$ cat src/rtl/ccta_chk_pkg.sv
// Shared definitions for the CCTA response checker: state encoding and default widths.
// Used by ccta_chk_fifo and ccta_resp_checker.
package ccta_chk_pkg;

    localparam int DATA_W_DEF = 5;
    localparam int CNT_W_DEF  = 8;
    localparam int DEPTH_DEF  = 8;

    typedef enum logic [1:0] {
        ST_IDLE = 2'd0,
        ST_RUN  = 2'd1,
        ST_DONE = 2'd2,
        ST_HALT = 2'd3
    } chk_state_t;

endpackage

$ cat src/rtl/ccta_chk_fifo.sv
// Synchronous DEPTH x DATA_W FIFO holding expected results; flush empties it in one cycle.
// Pushes while full and pops while empty are ignored.
module ccta_chk_fifo
    import ccta_chk_pkg::*;
#(
    parameter int DATA_W = DATA_W_DEF,
    parameter int DEPTH  = DEPTH_DEF
) (
    input  logic              clk,
    input  logic              rst,
    input  logic              flush,
    input  logic              push,
    input  logic [DATA_W-1:0] wdata,
    input  logic              pop,
    output logic [DATA_W-1:0] rdata,
    output logic              full,
    output logic              empty
);

    localparam int AW = $clog2(DEPTH);
    localparam logic [AW:0] PTR_ONE = (AW + 1)'(1);

    logic [DATA_W-1:0] mem_q [DEPTH];
    logic [AW:0]       wr_ptr_q, wr_ptr_d;
    logic [AW:0]       rd_ptr_q, rd_ptr_d;
    logic              do_push, do_pop;

    // Pointers carry one extra wrap bit so full and empty are distinguishable.
    assign empty   = (wr_ptr_q == rd_ptr_q);
    assign full    = (wr_ptr_q[AW] != rd_ptr_q[AW]) &&
                     (wr_ptr_q[AW-1:0] == rd_ptr_q[AW-1:0]);
    assign do_push = push && !full;
    assign do_pop  = pop && !empty;
    assign rdata   = mem_q[rd_ptr_q[AW-1:0]];

    always_comb begin
        wr_ptr_d = wr_ptr_q;
        rd_ptr_d = rd_ptr_q;
        if (do_push) wr_ptr_d = wr_ptr_q + PTR_ONE;
        if (do_pop)  rd_ptr_d = rd_ptr_q + PTR_ONE;
    end

    always_ff @(posedge clk) begin
        if (rst || flush) begin
            wr_ptr_q <= '0;
            rd_ptr_q <= '0;
        end else begin
            wr_ptr_q <= wr_ptr_d;
            rd_ptr_q <= rd_ptr_d;
        end
    end

    always_ff @(posedge clk) begin
        if (do_push) mem_q[wr_ptr_q[AW-1:0]] <= wdata;
    end

endmodule

$ cat config.mk
export PLATFORM = sky130hd
export DESIGN_NAME = ccta_chk_fifo
export DESIGN_NICKNAME = d
export VERILOG_FILES = /design/src/rtl/ccta_chk_pkg.sv /design/src/rtl/ccta_chk_fifo.sv
export SDC_FILE = /design/constraint.sdc
export NUM_CORES = 1
export LEC_CHECK = 0
export CELL_PAD_IN_SITES_DETAIL_PLACEMENT = 1
export CELL_PAD_IN_SITES_GLOBAL_PLACEMENT = 1
export CORE_MARGIN = 5
export CORE_UTILIZATION = 40
export CTS_BUF_LIST = sky130_fd_sc_hd__clkbuf_8
export DETAILED_ROUTE_END_ITERATION = 6
export PLACE_DENSITY = 0.72
export SYNTH_ARGS = -nofsm -noshare
export SYNTH_HDL_FRONTEND = slang
export SYNTH_SLANG_ARGS = --single-unit
$ cat constraint.sdc
create_clock -name clk -period 3 [get_ports clk]
set_clock_uncertainty 0.1 [all_clocks]
set_input_delay 0.45 -clock clk [delete_from_list [all_inputs] [get_ports clk]]
set_output_delay 0.45 -clock clk [all_outputs]
set_load 0.05 [all_outputs]
== Word-level counts from Yosys, hierarchy flattened ==
Memories as Yosys holds them, arrays and structs flattened. A register that Yosys moved wholly into a read port is not among the register bits.
Cells that the tools add are included.

* Bits in registers: 8
* Bits in latches: 0
* RAM bits: 40
* Bits in read-only memories: 0
* Bits of input ports: 10
* Logic and storage cells: 18
* Memories kept: 1

{| class="wikitable"
|+ Memories
! memory !! depth !! bits a word !! read ports !! clocked after memory_dff !! write ports !! RTL line !! RTL
|-
| mem_q || 8 || 5 || 1 || 1 || 1 || ccta_chk_fifo.sv:23 || <nowiki>logic [DATA_W-1:0] mem_q [DEPTH];</nowiki>
|}

* $add $sub $neg: 2
* Multiply operators: 0
* Div/mod/pow operators: 0
* Magnitude comparators: 0
* Equal/unequal tests: 3
* Shift operators: 0
* Muxes and demuxes: 4
* Bitwise operators: 0
* Reduce and logical (&&, ||, !) cells: 6

{| class="wikitable"
|+ Operators by type and width
! kind !! count
|-
| $add 4x1->4 const B || 2
|-
| $mux 3 || 2
|-
| $eq 4x4->1 || 1
|-
| $eq 3x3->1 || 1
|-
| $logic_and 1x1->1 || 3
|-
| $logic_not 1->1 || 2
|-
| $mux 1 || 2
|-
| $logic_or 1x1->1 || 1
|-
| $ne 1x1->1 || 1
|}

== Longest topological paths before layout ==
Gate-level depths: netlist (run 1).

* Depth after elaboration: 6
* Depth in mapped cells: 4

== Least setup slack after synthesis (run 1) ==
No wires, ideal clock.

* Kind: register to register
* Start: register wr_ptr_q[2]
* End: memory mem_q[2][0] (netlist name) (enable)
* Arrival: 1,705 ps
* Data required time: 2,517 ps
* Slack: 812 ps
* Stages on the path, launching flop included: 5
* Clock period less this slack: 2,188 ps
* Path through: dfxtp_1 > buf_2 > xor2_1 > nor4_4 > nor4b_1

* Word-level cells in the longest chain between the ends: 6

{| class="wikitable"
|+ RTL lines
! item !! RTL line !! RTL
|-
| start: declaration || ccta_chk_fifo.sv:24 || <nowiki>logic [AW:0] wr_ptr_q, wr_ptr_d;</nowiki>
|-
| start signal: assignment || ccta_chk_fifo.sv:48 || <nowiki>wr_ptr_q <= wr_ptr_d;</nowiki>
|-
| $eq 3x3->1 || ccta_chk_fifo.sv:31 || <nowiki>(wr_ptr_q[AW-1:0] == rd_ptr_q[AW-1:0]);</nowiki>
|-
| $logic_and 1x1->1 || ccta_chk_fifo.sv:30 || <nowiki>assign full = (wr_ptr_q[AW] != rd_ptr_q[AW]) &&</nowiki>
|-
| via full || ccta_chk_fifo.sv:16 || <nowiki>output logic full,</nowiki>
|-
| $logic_not 1->1 || ccta_chk_fifo.sv:32 || <nowiki>assign do_push = push && !full;</nowiki>
|-
| $logic_and 1x1->1 || ccta_chk_fifo.sv:32 ||
|-
| $mux 1 || ccta_chk_fifo.sv:54 || <nowiki>if (do_push) mem_q[wr_ptr_q[AW-1:0]] <= wdata;</nowiki>
|-
| $mux 1 (not written as such) || ccta_chk_fifo.sv:54 ||
|-
| end: declaration || ccta_chk_fifo.sv:23 ||
|}

The timed path passes the listed nets, and every way through them passes these cells.

== Final worst setup path (run 1) ==
* Start: register wr_ptr_q[2]
* End: output empty

* Word-level cells in the longest chain between the ends: 1

{| class="wikitable"
|+ RTL lines
! item !! RTL line !! RTL
|-
| $eq 4x4->1 || ccta_chk_fifo.sv:29 || <nowiki>assign empty = (wr_ptr_q == rd_ptr_q);</nowiki>
|-
| end: declaration || ccta_chk_fifo.sv:17 || <nowiki>output logic empty</nowiki>
|}

Every way passes these cells.

==> results of run 1 <==
==> path summary, 6_finish.rpt <==
| path | start | to | slack (ps) | cells past startpoint |
|---|---|---|---|---|
| setup reg to reg | wr_ptr_q[1] | mem_q[7][0] | 910 | 3 |
| hold reg to reg | rd_ptr_q[2] | flip-flop | 470 | 2 |
| hold / removal | rd_ptr_q[2] | flip-flop | 470 | 2 |
| setup / recovery | wr_ptr_q[2] | empty | 170 | 4 |
==> layout make-up <==
type	instances	area, sq um	share of cell area (%)
sequential	51	1423	53.46
multi-input combinational	83	838.3	31.50
timing repair buffer	26	225.2	8.463
tap	72	90.09	3.385
clock buffer	5	68.82	2.586
clock inverter	3	16.27	0.6112
==> power groups by stage <==
| stage | combinational (mW) | sequential, mW | clock (mW) |
|---|---|---|---|
| final | 0.104 | 0.774 | 0.369 |
| after detailed placement | 0.105 | 0.790 | 0 |
| after floorplan | 0.0651 | 0.788 | 0 |
| after CTS | 0.105 | 0.774 | 0.385 |
| after global placement | 0.101 | 0.789 | 0 |
| after global routing | 0.112 | 0.775 | 0.427 |
==> layout by cell type (no fill, tap or decap), drive strengths merged <==
cell type	Yosys	routed
a311o	2	2
a41oi	2	2
buf	5	14
clkbuf	4	5
clkdlybuf4s50	0	12
clkinv	0	1
clkinvlp	0	1
dfxtp	11	11
edfxtp	40	40
ha	2	2
inv	0	1
mux2	5	5
mux2i	11	11
mux4	10	10
nand2	11	11
nand2b	1	1
nand3	3	3
nand3b	1	1
nand4	3	3
nor2	3	3
nor3	1	1
nor3b	3	3
nor4	4	4
nor4b	4	4
o211ai	1	1
o41a	2	2
or3	6	6
xnor2	4	4
xor2	4	4
==> layer usage <==
metal,wire length [um],global-route usage [%]
met5,0,0
met4,22,3.885
met3,197,3.170
met2,2480,24.29
met1,1954,16.85
==> sequential cells by signal, summed over array words and instances (netlist names), named ones only <==
| register | cells |
|---|---|
| wr_ptr_q | 4 |
| rd_ptr_q | 4 |
| mem_q | 40 |
==> metrics by stage <==
| step | hold slack (ps) | worst slack (ps) | cell area, sq um | utilization (%) | power [mW] |
|---|---|---|---|---|---|
| floorplan | 413.5 | 811.8 | 2292 | - | 0.8528 |
| global placement | 447.1 | 386.9 | 2560 | 46.21 | 0.8908 |
| detailed placement | 469.9 | 339.5 | 2560 | 46.21 | 0.8952 |
| CTS | 474.0 | 72.73 | 2646 | 47.76 | 1.265 |
| global route | 509.3 | 29.60 | 2661 | 48.04 | 1.315 |
| finish | 466.8 | 171.1 | 2661 | 48.04 | 1.248 |
==> worst register-to-register path, delay by kind of cell, from the launching register on <==
family / cells / cell delay [ps]
flip-flops: 1 / 600
AND/OR/NAND/NOR: 2 / 650
XOR/XNOR: 1 / 390
==> cell families after synthesis <==
group           synth area share (%)
flops                          62.01
compound gates                 3.385
buf+inv                        2.074
mux                            17.09
fa+ha+maj                      1.092
simple gates                   10.48
xor+xnor                       3.876
==> timing repair <==
item | 4_1_cts | 5_1_grt
gates resized for setup | 1 | 2
setup endpoints to repair | 1 | 1
hold endpoints to repair | 0 | 0
==> flow_summary.ini, run 1 <==
[drt]
routed_wl_mm = 4.655
drt-vias-per-instance = 5.521
routedWlPerCell_um = 19.40
drc = 0
firstDrtPassIters = 4
ant_nets = 0
vias = 1325
first_iter_violations = 63

[setup_path]
slowest_stage = clkdlybuf4s50_1
cpPeakStageDelay_ps = 810
crit_type = flip-flop to primary output
crit_arrival_ps = 2280
path_cells = xnor2_1 > nand3_1 > nor2_1 > clkdlybuf4s50_1
cp_num_buf_inv = 1
cp.required_ps = 2450
crit_fanout = 9
worst_setup_path_end_kind = primary output
cp-start-kind = flip-flop
critPathTopFamily = buffers and inverters

[die]
dieArea_sq_um = 7344
core_region_area_sq_um = 5540
ios = 17
fp.dieH_um = 85.70
die_x_um = 85.70
rows = 27
start_util_pct = 41.37

[final_layout]
final_cells = 240
syn_to_final_growth_pct = 16.10
nets = 179
drive_gt1_share_pct = 25.00
diodes = 0
fillers = 575

[synth]
synth_commonest_cells = 40 x edfxtp_1, 11 x dfxtp_1, 11 x mux2i_1, 11 x nand2_1, 10 x mux4_2
syn-cell-area_sq_um = 2292
yosysTopAreaCellShare_pct = 52.40
synth.largest_area_cell = edfxtp_1
synth_most_common_cell = edfxtp_1
yosysWarnings = 0
synth_fp_nets = 155
synth.distinct_cells = 30
ys_ff_latch = 51
syn_area_per_cell_sq_um = 16.03
seq_area_frac_synth_pct = 62.01
async_flop_share_pct = 0
synthTopCellsByArea = edfxtp_1 52%, mux4_2 9.8%, dfxtp_1 9.6%, mux2i_1 4.8%, mux2_2 2.5%
synth_edf_count = 40
syn_inst = 143
yosys_most_used_dff = edfxtp_1

[clock_tree]
cts-root-buf = clkbuf_8
htreeDepth = 2
clockBufferDepth = 2
cts_hold_buffers = 0
cts_num_sinks = 51
cts_tree = done
clkTransAtPathRegs_ps = 90
cts_setup_buffers = 0
cts_buffers = 5
clkLatencyLatePin_ps = 300

[timing]
grt_setup_unrepaired = no
setup_violations = 0
drv_slew = 0
slew-limit-headroom_pct = 55.85
final.min_clock_period_ps = 2829
tightest_slew_ps = 659.8
fin_crit_sh_pct = 94.30
setup_tns_ps = 0
clock.fmax_mhz = 353.5
hold_violations = 0

[placed_design]
io_buffers = 16
place_congestion = 0.7448
placed_cells = 232
hpwlAfterDp_mm = 3.446

[global_route]
grt_pass1_wl_mm = 7.596
grt_max_degree = 16
grt.total_usage_pct = 13.77
grt_pass1_vias = 1413
grt.overflow.total = 0
antenna_found_initial = 0

[worst_hold_path]
hp-class = flip-flop to flip-flop

[power_and_ir_drop]
p_int_uw = 973.3
ir_drop_v = 0.0001819
power_leakage_nw = 0.8729
p_comb_share_pct = 8.4
clkPwrFrac_pct = 29.6
power.density_nw_per_um2 = 468.9
seq_power_share_pct = 62.0
p_switching_uw = 274.6
netSwitchingFraction_pct = 22.00

[outcome]
outcome = finished, final reports clean

[flow_run]
maxCapViolations = 0
Note: power is estimated with default switching activity, not from simulation.
==> run 2: changes to the inputs <==
--- a/config.mk
+++ b/config.mk
@@ -14,2 +14,3 @@
 export PLACE_DENSITY = 0.72
+export SLEW_MARGIN = 20
 export SYNTH_ARGS = -nofsm -noshare
==> constraint.sdc (replaced) <==
create_clock -name clk -period 3 [get_ports clk]
set_clock_uncertainty 0.1 [all_clocks]
set_input_delay 0.6 -clock clk [delete_from_list [all_inputs] [get_ports clk]]
set_output_delay 0.6 -clock clk [all_outputs]
set_load 0.05 [all_outputs]
==> flow_summary.ini, run 2 (synthesized netlist as in run 1, its figures left out) <==
[outcome]
outcome = finished, final reports clean

[clock_tree]
cts_num_sinks = 51
cts_setup_buffers = 0
clkLatencyLatePin_ps = 290
cts_resized = 0
htreeDepth = 2
cts_hold_buffers = 0
cts_buffers = 5
clockBufferDepth = 2
clkTransAtPathRegs_ps = 90
cts_tree = done
cts-root-buf = clkbuf_8

[global_route]
grt.overflow.total = 0
grt.total_usage_pct = 14.40
grt_max_degree = 16
antenna_found_initial = 0
grt_pass1_wl_mm = 7.914
grt_pass1_vias = 1484

[setup_path]
worst_setup_path_end_kind = primary output
reg2reg_setup_slack_ps = 920
path_cells = buf_4 > mux4_2 > mux2_2 > buf_4
worstRegToRegCells = 4
critPathTopFamily = multiplexers
cp_num_buf_inv = 2
cp-start-kind = flip-flop
cpPeakStageDelay_ps = 520
cp.required_ps = 2300
r2r-end = mem_q[5][0]
r2r-start = wr_ptr_q[1]
crit_type = flip-flop to primary output
slowest_stage = dfxtp_1
crit_arrival_ps = 2050
crit_fanout = 6
cpMostUsedCell = buf_4

[timing]
drv_slew = 0
setup_violations = 0
fin_crit_sh_pct = 91.74
slew-limit-headroom_pct = 60.27
clock.fmax_mhz = 363.4
setup_tns_ps = 0
final.min_clock_period_ps = 2752
tightest_slew_ps = 593.7
hold-worst-slack_ps = 485.9
hold_violations = 0
grt_setup_unrepaired = no
setup_ws_ps = 247.9

[placed_design]
io_buffers = 16
hpwlAfterDp_mm = 3.503
dp_slack_ps = 538.7
place_congestion = 0.8704

[die]
dieArea_sq_um = 7344
fp.dieH_um = 85.70
start_util_pct = 41.37
core_region_area_sq_um = 5540
ios = 17
die_x_um = 85.70
rows = 27

[final_layout]
syn_to_final_growth_pct = 16.48
layout_commonest_cell = edfxtp_1
largest_register_ff_count = 40
drive_gt1_share_pct = 24.10
final_cell_mix = 40 x edfxtp_1, 15 x buf_4, 11 x nand2_1, 11 x mux2i_1, 11 x dfxtp_1
utilization_pct = 48.19
diodes = 0
nets = 177
fillers = 547

[power_and_ir_drop]
power_leakage_nw = 0.8850
netSwitchingFraction_pct = 20.04
clkPwrFrac_pct = 38.5
seq_power_share_pct = 54.4
p_total_mw = 1.427
power.density_nw_per_um2 = 534.3
p_switching_uw = 285.9
ir_drop_v = 0.0002618
p_comb_share_pct = 7.1
p_int_mw = 1.141

[drt]
drt-vias-per-instance = 5.542
firstDrtPassIters = 4
drc = 0
ant_nets = 0
vias = 1319
routed_wl_mm = 4.858
first_iter_violations = 78
routedWlPerCell_um = 20.41

[worst_hold_path]
min-delay-start = rd_ptr_q[2]
hold_depth = 2
hp-class = flip-flop to flip-flop
hold_end = rd_ptr_q[2]

[flow_run]
maxCapViolations = 0
## run 2: cell count changes in the layout (fill, tap and decap cells not counted)
cell / change
buf_4: +1
bufinv_16: +2
clkdlybuf4s50_1: -3
clkinv_2: -1
clkinvlp_4: -1
dfxtp_1: +1
dfxtp_2: -1
xnor2_1: +2
xnor2_2: -2
## run 2: worst min-delay path, delay by kind of cell (launching register included)
family / cells / cell delay, ps
and+or+nand+nor: 1 / 100
DFF: 1 / 370
muxes: 1 / 70
## run 2: worst max path at each step
stage / endpoint / cells after the start
final: rdata[2] / 4
after global routing: rdata[2] / 4
after CTS: rdata[2] / 4
after detailed placement: rdata[2] / 4
after global placement: rdata[2] / 4
after floorplan: empty / 4
## run 2: layout make-up
cell class / count / area [sq um] / share of cell area (%)
sequential: 51 / 1421 / 53.23
multi-input combinational: 83 / 823.3 / 30.83
timing repair buffer: 24 / 202.7 / 7.591
tap: 72 / 90.09 / 3.374
clock buffer: 5 / 68.82 / 2.577
clock inverter: 3 / 63.81 / 2.390
## run 2: stage by stage
step	area (sq um)	cells
finish	2670	238
global route	2670	238
CTS	2670	238
detailed placement	2537	230
global placement	2537	230
floorplan	2292	143
## run 2: per-layer routing
metal	share of wire, %	global-route usage [%]	vias up	wire length, um
met2	53	25.42	27	2570
li1	-	-	614	-
met3	3.5	3.266	9	170
met5	0	0	-	0
met4	1.7	4.748	0	85
met1	42	17.33	669	2032
## run 2: power by group through the flow
| stage | clock network, mW | registers (mW) | logic [mW] |
|---|---|---|---|
| after floorplan | 0 | 0.788 | 0.0651 |
| after global placement | 0 | 0.791 | 0.0988 |
| after detailed placement | 0 | 0.792 | 0.102 |
| after CTS | 0.561 | 0.776 | 0.102 |
| after global routing | 0.601 | 0.777 | 0.107 |
| final | 0.550 | 0.776 | 0.101 |
